File: src/rtl/ifu_fetch_if.sv
// Fetch-stage bus: ctrl/exu redirect inputs, ROM port and IF/ID handoff signals.
// slave = the fetch unit, master = the surrounding pipeline/ROM.
interface ifu_fetch_if;
    logic [5:0]  stall_i;
    logic        flush_i;
    logic        ctrl_redirect_pc_i;
    logic [31:0] ctrl_redirect_addr_i;
    logic        branch_redirect_i;
    logic [31:0] branch_redirect_addr_i;
    logic [31:0] inst_i;
    logic        rom_ce_o;
    logic [31:0] rom_addr_o;
    logic [31:0] pc_o;
    logic [31:0] next_pc_o;
    logic        next_taken_o;
    logic        branch_slot_end_o;

    modport slave (
        input  stall_i, flush_i, ctrl_redirect_pc_i, ctrl_redirect_addr_i,
               branch_redirect_i, branch_redirect_addr_i, inst_i,
        output rom_ce_o, rom_addr_o, pc_o, next_pc_o, next_taken_o, branch_slot_end_o
    );

    modport master (
        output stall_i, flush_i, ctrl_redirect_pc_i, ctrl_redirect_addr_i,
               branch_redirect_i, branch_redirect_addr_i, inst_i,
        input  rom_ce_o, rom_addr_o, pc_o, next_pc_o, next_taken_o, branch_slot_end_o
    );
endinterface

File: src/rtl/ifu_fetch.sv
// Fetch PC owner: sequential PC, ctrl/branch redirects and post-branch drain window.
// Optional macro IFU_STATIC_BPU_EN enables static predecode (JAL, backward branches).
module ifu_fetch #(
    parameter logic [31:0] RESET_PC     = 32'h0000_0000,
    parameter int          BRANCH_SLOTS = 2
) (
    input  logic        clk_i,
    input  logic        n_rst_i,
    ifu_fetch_if.slave  bus
);

    typedef enum logic [0:0] {
        ST_RUN   = 1'b0,
        ST_DRAIN = 1'b1
    } state_e;

    state_e      state_q, state_d;
    logic [3:0]  cnt_q, cnt_d;
    logic [31:0] pc_q, pc_d;
    logic        ce_q, ce_d;
    logic [31:0] next_pc_s;
    logic        next_taken_s;
    logic        slot_end_s;

    // State register: PC, FSM state, drain counter and ROM enable
    always_ff @(posedge clk_i or negedge n_rst_i) begin
        if (!n_rst_i) begin
            state_q <= ST_RUN;
            cnt_q   <= 4'd0;
            pc_q    <= RESET_PC;
            ce_q    <= 1'b0;
        end else begin
            state_q <= state_d;
            cnt_q   <= cnt_d;
            pc_q    <= pc_d;
            ce_q    <= ce_d;
        end
    end

    // Next-state logic: redirect priority, then RUN advance / DRAIN countdown
    always_comb begin
        state_d = state_q;
        cnt_d   = cnt_q;
        pc_d    = pc_q;
        ce_d    = 1'b1;
        if (bus.flush_i || bus.ctrl_redirect_pc_i) begin
            pc_d    = {bus.ctrl_redirect_addr_i[31:2], 2'b00};
            state_d = ST_RUN;
            cnt_d   = 4'd0;
        end else if (bus.branch_redirect_i) begin
            pc_d    = {bus.branch_redirect_addr_i[31:2], 2'b00};
            state_d = ST_DRAIN;
            cnt_d   = 4'(BRANCH_SLOTS - 1);
        end else begin
            case (state_q)
                ST_RUN: begin
                    // PC only advances once the ROM is enabled, so RESET_PC is fetched
                    if (ce_q && !bus.stall_i[0]) begin
                        pc_d = next_pc_s;
                    end else begin
                        pc_d = pc_q;
                    end
                end
                ST_DRAIN: begin
                    if (cnt_q == 4'd0) begin
                        state_d = ST_RUN;
                    end else begin
                        cnt_d = cnt_q - 4'd1;
                    end
                end
                default: begin
                    state_d = ST_RUN;
                    cnt_d   = 4'd0;
                end
            endcase
        end
    end

    // Output logic: prediction and drain-window pulse
    always_comb begin
        next_pc_s    = pc_q + 32'd4;
        next_taken_s = 1'b0;
`ifdef IFU_STATIC_BPU_EN
        if (ce_q) begin
            if (bus.inst_i[6:0] == 7'b1101111) begin
                next_pc_s    = pc_q + {{11{bus.inst_i[31]}}, bus.inst_i[31], bus.inst_i[19:12],
                                       bus.inst_i[20], bus.inst_i[30:21], 1'b0};
                next_taken_s = 1'b1;
            end else if ((bus.inst_i[6:0] == 7'b1100011) && bus.inst_i[31]) begin
                next_pc_s    = pc_q + {{19{bus.inst_i[31]}}, bus.inst_i[31], bus.inst_i[7],
                                       bus.inst_i[30:25], bus.inst_i[11:8], 1'b0};
                next_taken_s = 1'b1;
            end else begin
                next_pc_s    = pc_q + 32'd4;
                next_taken_s = 1'b0;
            end
        end else begin
            next_pc_s    = pc_q + 32'd4;
            next_taken_s = 1'b0;
        end
`endif
        slot_end_s = (state_q == ST_DRAIN) && (cnt_q == 4'd0);
    end

    assign bus.rom_ce_o          = ce_q;
    assign bus.rom_addr_o        = pc_q;
    assign bus.pc_o              = pc_q;
    assign bus.next_pc_o         = next_pc_s;
    assign bus.next_taken_o      = next_taken_s;
    assign bus.branch_slot_end_o = slot_end_s;

endmodule
File: src/flat_wrapper.sv
// flat-port wrapper written by rule: the top's interface ports become plain ports
module ifu_fetch_flat 
#(
    parameter logic [31:0] RESET_PC     = 32'h0000_0000,
    parameter int          BRANCH_SLOTS = 2
)
  (clk_i, n_rst_i, bus_stall_i, bus_flush_i, bus_ctrl_redirect_pc_i, bus_ctrl_redirect_addr_i, bus_branch_redirect_i, bus_branch_redirect_addr_i, bus_inst_i, bus_rom_ce_o, bus_rom_addr_o, bus_pc_o, bus_next_pc_o, bus_next_taken_o, bus_branch_slot_end_o);
  ifu_fetch_if bus_i ();
  input  logic clk_i;
  input  logic n_rst_i;
  input wire logic [$bits(bus_i.stall_i)-1:0] bus_stall_i;
  input wire logic [$bits(bus_i.flush_i)-1:0] bus_flush_i;
  input wire logic [$bits(bus_i.ctrl_redirect_pc_i)-1:0] bus_ctrl_redirect_pc_i;
  input wire logic [$bits(bus_i.ctrl_redirect_addr_i)-1:0] bus_ctrl_redirect_addr_i;
  input wire logic [$bits(bus_i.branch_redirect_i)-1:0] bus_branch_redirect_i;
  input wire logic [$bits(bus_i.branch_redirect_addr_i)-1:0] bus_branch_redirect_addr_i;
  input wire logic [$bits(bus_i.inst_i)-1:0] bus_inst_i;
  output wire logic [$bits(bus_i.rom_ce_o)-1:0] bus_rom_ce_o;
  output wire logic [$bits(bus_i.rom_addr_o)-1:0] bus_rom_addr_o;
  output wire logic [$bits(bus_i.pc_o)-1:0] bus_pc_o;
  output wire logic [$bits(bus_i.next_pc_o)-1:0] bus_next_pc_o;
  output wire logic [$bits(bus_i.next_taken_o)-1:0] bus_next_taken_o;
  output wire logic [$bits(bus_i.branch_slot_end_o)-1:0] bus_branch_slot_end_o;
  assign bus_i.stall_i = bus_stall_i;
  assign bus_i.flush_i = bus_flush_i;
  assign bus_i.ctrl_redirect_pc_i = bus_ctrl_redirect_pc_i;
  assign bus_i.ctrl_redirect_addr_i = bus_ctrl_redirect_addr_i;
  assign bus_i.branch_redirect_i = bus_branch_redirect_i;
  assign bus_i.branch_redirect_addr_i = bus_branch_redirect_addr_i;
  assign bus_i.inst_i = bus_inst_i;
  assign bus_rom_ce_o = bus_i.rom_ce_o;
  assign bus_rom_addr_o = bus_i.rom_addr_o;
  assign bus_pc_o = bus_i.pc_o;
  assign bus_next_pc_o = bus_i.next_pc_o;
  assign bus_next_taken_o = bus_i.next_taken_o;
  assign bus_branch_slot_end_o = bus_i.branch_slot_end_o;
  ifu_fetch #(.RESET_PC(RESET_PC), .BRANCH_SLOTS(BRANCH_SLOTS)) u_core (.clk_i(clk_i), .n_rst_i(n_rst_i), .bus(bus_i));
endmodule
File: config.mk
export PLATFORM = sky130hd
export DESIGN_NAME = ifu_fetch_flat
export DESIGN_NICKNAME = d
export VERILOG_FILES = /design/src/rtl/ifu_fetch_if.sv /design/src/rtl/ifu_fetch.sv /design/src/flat_wrapper.sv
export SDC_FILE = /design/constraint.sdc
export NUM_CORES = 1
export LEC_CHECK = 0
export CAP_MARGIN = 10
export CORE_UTILIZATION = 40
export DETAILED_ROUTE_END_ITERATION = 6
export GPL_TIMING_DRIVEN = 0
export HOLD_SLACK_MARGIN = 0.1
export MAX_ROUTING_LAYER = met4
export PLACE_DENSITY = 0.9
export SYNTH_ARGS = -nofsm -noshare
export SYNTH_HDL_FRONTEND = slang
export SYNTH_SLANG_ARGS = --single-unit
File: constraint.sdc
create_clock -name clk_i -period 5.7 [get_ports clk_i]
set_clock_uncertainty 0.1 [all_clocks]
set_input_delay 1.14 -clock clk_i [delete_from_list [all_inputs] [get_ports clk_i]]
set_output_delay 1.14 -clock clk_i [all_outputs]
set_load 0.02 [all_outputs]
==> impl_metrics.toml, run 1 <==
[yosys]
syn_area_per_cell_um2 = 7.797
synth_edf_count = 0
synth_ff_type = "dfrtp_1"
ys_types = 49
synthArstFlopShare_pct = 100.0
syn_area_um2 = 3127
synthTopCellsByArea = "dfrtp_1, buf_4, xnor2_1"
yosysWarnings = 0
synth.most_common_cell = "nand2_1"
seq_area_frac_synth_pct = 28.81
yosys-top-cells-count = "nand2_1, nor2_1, buf_4"
synth_top_area_share_pct = 28.81
synth.ff_latch_count = 36
yosysTopAreaCell = "dfrtp_1"
synthCells = 401

[floorplan]
core-area_um2 = 7408
dieArea_um2 = 8175
start_util_pct = 42.21
row_count = 31
io_pins = 206
die_h_um = 90.42
dieWidth_um = 90.42

[worst_setup_path]
critical_path.endpoint_type = "output port"
cp-start-kind = "flop"
setup.worst_path.class = "flop to output port"
cp_cell_sequence = "ha_1 > nand2_1 > nor4_2 > and3_1 > nand3_1 > xnor2_1 > clkdlybuf4s50_1"
cp_max_fo = 10
max_stage_delay_ns = 0.79
critPathSlowestCell = "nor4_2"
rr_startpoint = "u_core.state_q"
critPathRequiredTime_ns = 4.46
critPathArrivalTime_ns = 3.31
r2r_end = "u_core.bus.pc_o[19]"
reg2reg_slack_ns = 2.95
worstRegToRegCells = 6

[timing]
worst_slack_ns = 1.149
period_share_pct = 79.85
hold_viol = 0
clock.fmax_mhz = 219.7
hold_ws_ns = 0.4850
max_slew_margin_pct = 33.62
rsz0062_at_grt = "false"
slew_violations = 0
setup_violations = 0
setup_tns_ns = 0
fin_crit_ns = 4.551
worstMarginPinSlew_ns = 0.9875

[job]
drv_cap = 0

[placed_design]
dpl-instance-area_um2 = 4840
pre_cts_slack_ns = 1.514
port_buffers = 157
dp_hpwl_um = 8806
dp_cells = 663
gp_congestion = 0.9338

[layout]
finalInstanceArea_um2 = 4932
multiInputGateArea_um2 = 1849
num-fill-cells = 627
utilization_pct = 66.58
areaGrowthSynthToFinish_pct = 57.74
nets = 681
layout.area.seq_um2 = 900.9
layout.cells.non_filler = 671
diodes = 0
layout-drive-gt1-share_pct = 10.49

[detailed_routing]
wl_per_cell_um = 17.36
antenna_left = 0
num_vias = 3696
vias_per_cell = 5.508
drt_wl_total_um = 11650
drc_errors = 0
drtIter0Drc = 275
dr.pass1.iters = 5

[cts]
cts_max_path_buffers = 2
cts_sinks = 36
clkTransAtPathRegs_ns = 0.08
numCtsBuffers = 5
tritoncts = "done"
htreeDepth = 2
cts_resized = 0
root_buffer = "clkbuf_8"
holdBufCountCts = 0
post_cts_buffers = 0
clk_latency_ns = 0.30

[global_route]
antenna_found_initial = 0
grt_max_degree = 37
grt.overflow.total = 0
grt_pass1_vias = 3607
grt_pass1_wl_um = 18430
grt.total_usage_pct = 29.08

[power_and_ir_drop]
combPwrFrac_pct = 46.5
seq_power_share_pct = 33.1
clockPowerShare_pct = 20.4
swShare_pct = 37.76
irDropWorstVdd_mv = 0.09482
power_mw = 0.9778
power.density_nw_per_um2 = 198.3
p_int_mw = 0.6086
power_leakage_nw = 1.967
p_switching_mw = 0.3693

[worst_hold_path]
hold_path_end = "u_core.cnt_q[2]"
hold_depth = 2
worstHoldPathType = "flop to flop"
hold_start = "u_core.cnt_q[2]"

[status]
status = "finished clean"
## critical path, delay by kind of cell, from the launching register on
kind | cells | cell delay, ns
buffers and inverters | 1 | 0.62
AND/OR/NAND/NOR | 4 | 1.43
flip-flops | 1 | 0.54
XOR/XNOR | 1 | 0.17
adder cells (fa/ha/maj) | 1 | 0.26
## cell families (layout without fill, tap and decap cells)
| kind of cell | Yosys count | after routing | share of synthesized area [%] |
|---|---|---|---|
| adders and majority gates | 3 | 3 | 1.201 |
| buffers and inverters | 67 | 232 | 12.77 |
| DFF | 36 | 36 | 28.81 |
| AOI/OAI and AO/OA | 81 | 81 | 16.21 |
| xor gates and xnor gates | 44 | 44 | 12.32 |
| and+or+nand+nor | 163 | 163 | 26.81 |
| other | 2 | 8 | 0.2402 |
| muxes | 5 | 5 | 1.641 |
## cell type report
cell class,instances,share of cell area [%]
multi-input cells,304,37.49
repair buffers,157,31.76
flip-flops and latches,36,18.26
plain buffers,61,7.636
well taps,99,2.511
clock buffers,6,1.674
inverters,6,0.4566
clock inverters,2,0.2029
## metal layers
metal | routed length (um) | track usage (%) | vias up
li1 | - | - | 1702
met2 | 5788 | 49.36 | 220
met3 | 905 | 4.630 | 36
met5 | 0 | - | -
met1 | 4653 | 35.51 | 1738
met4 | 303 | 8.737 | 0
## cell usage in the layout (no fill, tap or decap), types with 3 or more instances in the layout
cell type / n
clkdlybuf4s50_1: 156
nand2_1: 46
nor2_1: 38
buf_4: 37
dfrtp_1: 36
xnor2_1: 28
a21oi_1: 26
nand3_1: 24
clkbuf_1: 21
xor2_1: 16
nand4_1: 11
o21ai_0: 11
and3_1: 10
a31oi_1: 10
o22ai_1: 9
nor3_1: 8
conb_1: 8
inv_1: 6
clkbuf_8: 6
o22a_1: 5
nor4_1: 4
nor4_2: 4
mux2i_1: 4
o21a_1: 4
and2_1: 3
a2bb2oi_1: 3
a211oi_1: 3
ha_1: 3
## how the worst max path moves through the flow
stage	start	to	slack, ns
floorplan	u_core.bus.pc_o[5]	bus_next_pc_o[31]	2.24
global placement	u_core.bus.pc_o[2]	bus_next_pc_o[28]	1.55
detailed placement	u_core.bus.pc_o[2]	bus_next_pc_o[28]	1.51
CTS	u_core.bus.pc_o[2]	bus_next_pc_o[28]	1.18
global route	u_core.bus.pc_o[2]	bus_next_pc_o[28]	0.98
finish	u_core.bus.pc_o[2]	bus_next_pc_o[28]	1.15
## registers in the layout, summed over array words and instances, names as in the netlist
name,count
u_core.bus.pc_o,30
u_core.cnt_q,4
u_core.bus.rom_ce_o,1
u_core.state_q,1
## power by group through the flow
stage / Combinational, mW / Clock [mW] / Sequential [mW]
final: 0.455 / 0.200 / 0.323
after global routing: 0.481 / 0.210 / 0.328
after CTS: 0.454 / 0.199 / 0.323
after detailed placement: 0.452 / 0 / 0.327
after global placement: 0.444 / 0 / 0.326
after floorplan: 0.209 / 0 / 0.344
Note: power is estimated with default switching activity, not from simulation.
==> run 2: changes to the inputs <==
CORE_UTILIZATION = 33   (was 40)
PLACE_DENSITY = 0.8   (was 0.9)
clock period = 3.8 ns   (was 5.7 ns; I/O delays follow)
==> run 2 against run 1 <==
  * Clock power up 50%
  * Via count is 1.2% lower
  * Critical path depth is 1 lower
  * Core utilization decreased by 12 points
  * Worst hold slack worse by 0.0052 ns
  * Die area grew 21%
  * Cell count rose by 1.8%
  * Flip-flop and latch count unchanged
  * Non-clock buffer count did not move
  * Sequential share of layout area fell by 0.34 points
  * First-iteration DRC count increased by 5.1%
  * Combinational power is 51% higher
==> impl_metrics.toml, run 2 (synthesis gave the netlist of run 1 again) <==
[cts]
numCtsBuffers = 5
clk_latency_ns = 0.30
tritoncts = "done"
cts_sinks = 36
clkTransAtPathRegs_ns = 0.08
cts_max_path_buffers = 2
htreeDepth = 2
root_buffer = "clkbuf_8"
holdBufCountCts = 0

[placed_design]
gp_congestion = 0.9531
port_buffers = 157
pre_cts_slack_ns = -0.07574
dp_hpwl_um = 8999

[timing]
worst_slack_ns = 0.1375
slew_violations = 0
hold_ws_ns = 0.4797
setup_tns_ns = 0
worstMarginPinSlew_ns = 0.9231
setup_violations = 0
hold_viol = 0
max_slew_margin_pct = 38.46
fin_crit_ns = 3.663
clock.fmax_mhz = 273.0
period_share_pct = 96.38

[worst_setup_path]
critPathSlowestCell = "clkdlybuf4s50_1"
crit_family = "simple AND/OR/NAND/NOR gates"
max_stage_delay_ns = 0.64
cp_cell_sequence = "ha_1 > nand2_1 > or3_4 > nor4_4 > xor2_1 > clkdlybuf4s50_1"
critPathArrivalTime_ns = 2.80
cp_max_fo = 7
critical_path.endpoint_type = "output port"
critical_path_buf_inv_count = 1
setup.worst_path.class = "flop to output port"
critPathRequiredTime_ns = 2.94
cp-start-kind = "flop"
reg2reg_slack_ns = 0.94

[detailed_routing]
drtIter0Drc = 289
vias_per_cell = 5.344
wl_per_cell_um = 17.59
antenna_left = 0
drt_wl_total_um = 12010
drc_errors = 0
num_vias = 3650
dr.pass1.iters = 5

[global_route]
grt.total_usage_pct = 25.09
gr-usage-met1_pct = 31.40
use_met2_pct = 42.15
grt_pass1_wl_um = 18830
grt_max_degree = 37
grt.overflow.total = 0
grt.busiest_layer = "met2"
grt_pass1_vias = 3618
use_met3_pct = 4.006
antenna_found_initial = 0

[layout]
layout.area.seq_um2 = 905.9
final_common_cell = "clkdlybuf4s50_1"
num-fill-cells = 864
nets = 681
layout-drive-gt1-share_pct = 12.76
utilization_pct = 54.95
areaGrowthSynthToFinish_pct = 61.62
layout_common_cells = "clkdlybuf4s50_1, nand2_1, buf_4"
multiInputGateArea_um2 = 1937
diodes = 0
largest_reg_flops = 30

[power_and_ir_drop]
irDropWorstVdd_mv = 0.1441
power.density_nw_per_um2 = 291.4
power_leakage_nw = 2.086

[status]
status = "finished clean"

[floorplan]
dieWidth_um = 99.34
core-area_um2 = 9196
dieArea_um2 = 9868
io_pins = 206
start_util_pct = 34.00
die_h_um = 99.34
row_count = 35

[job]
drv_cap = 0

[worst_hold_path]
worstHoldPathType = "flop to flop"
[run 2: routing by layer]
metal / wire, um / vias up
li1: - / 1712
met1: 5214 / 1743
met2: 5822 / 179
met3: 774 / 16
met4: 202 / 0
met5: 0 / -
[run 2: worst register-to-register path, stage by stage (launching register included)]
cell and delay, ns:
dfrtp_1 0.42, nor3b_1 0.64, clkbuf_1 0.56, clkbuf_1 0.54, nand3_1 0.17, xor2_1 0.18
o22ai_1 0.10
[run 2: timing repair]
| item | CTS | global route |
|---|---|---|
| setup buffers | 0 | 1 |
| endpoints found under the setup margin | 16 | 12 |
| gates resized for setup | 15 | 10 |
| pin swaps | 0 | 1 |
[run 2: path summary, 6_finish.rpt]
kind / startpoint / to / depth (start not counted)
worst max-delay path: u_core.bus.pc_o[2] / bus_next_pc_o[26] / 6
worst min-delay path: u_core.cnt_q[3] / u_core.cnt_q[3] / 2
worst max register to register: u_core.state_q / u_core.bus.pc_o[19] / 6
worst min register to register: u_core.cnt_q[3] / u_core.cnt_q[3] / 2
max in group asynchronous: n_rst_i / u_core.bus.pc_o[11] / 1
min in group asynchronous: n_rst_i / u_core.bus.pc_o[28] / 1
[run 2: through the flow]
step                area [um^2]  total power [mW]  instances
floorplan                  3149            0.8291        407
global placement           4860             1.160        675
detailed placement         4855             1.170        675
CTS                        5019             1.475        683
global route               5054             1.542        683
finish                     5054             1.473        683
[run 2: report_power, final]
| part | switching, mW | internal [mW] |
|---|---|---|
| clock | 0.155 | 0.145 |
| combinational | 0.336 | 0.350 |
| sequential | 0.0691 | 0.417 |
| total | 0.560 | 0.912 |
[run 2: final cells by class]
type	count	share of cell area [%]
multi-input cells	304	38.33
flip-flops and latches	36	17.93
plain buffers	60	7.378
clock inverters	2	0.1981
repair buffers	158	31.34
clock buffers	6	1.634
well taps	111	2.748
inverters	6	0.4457
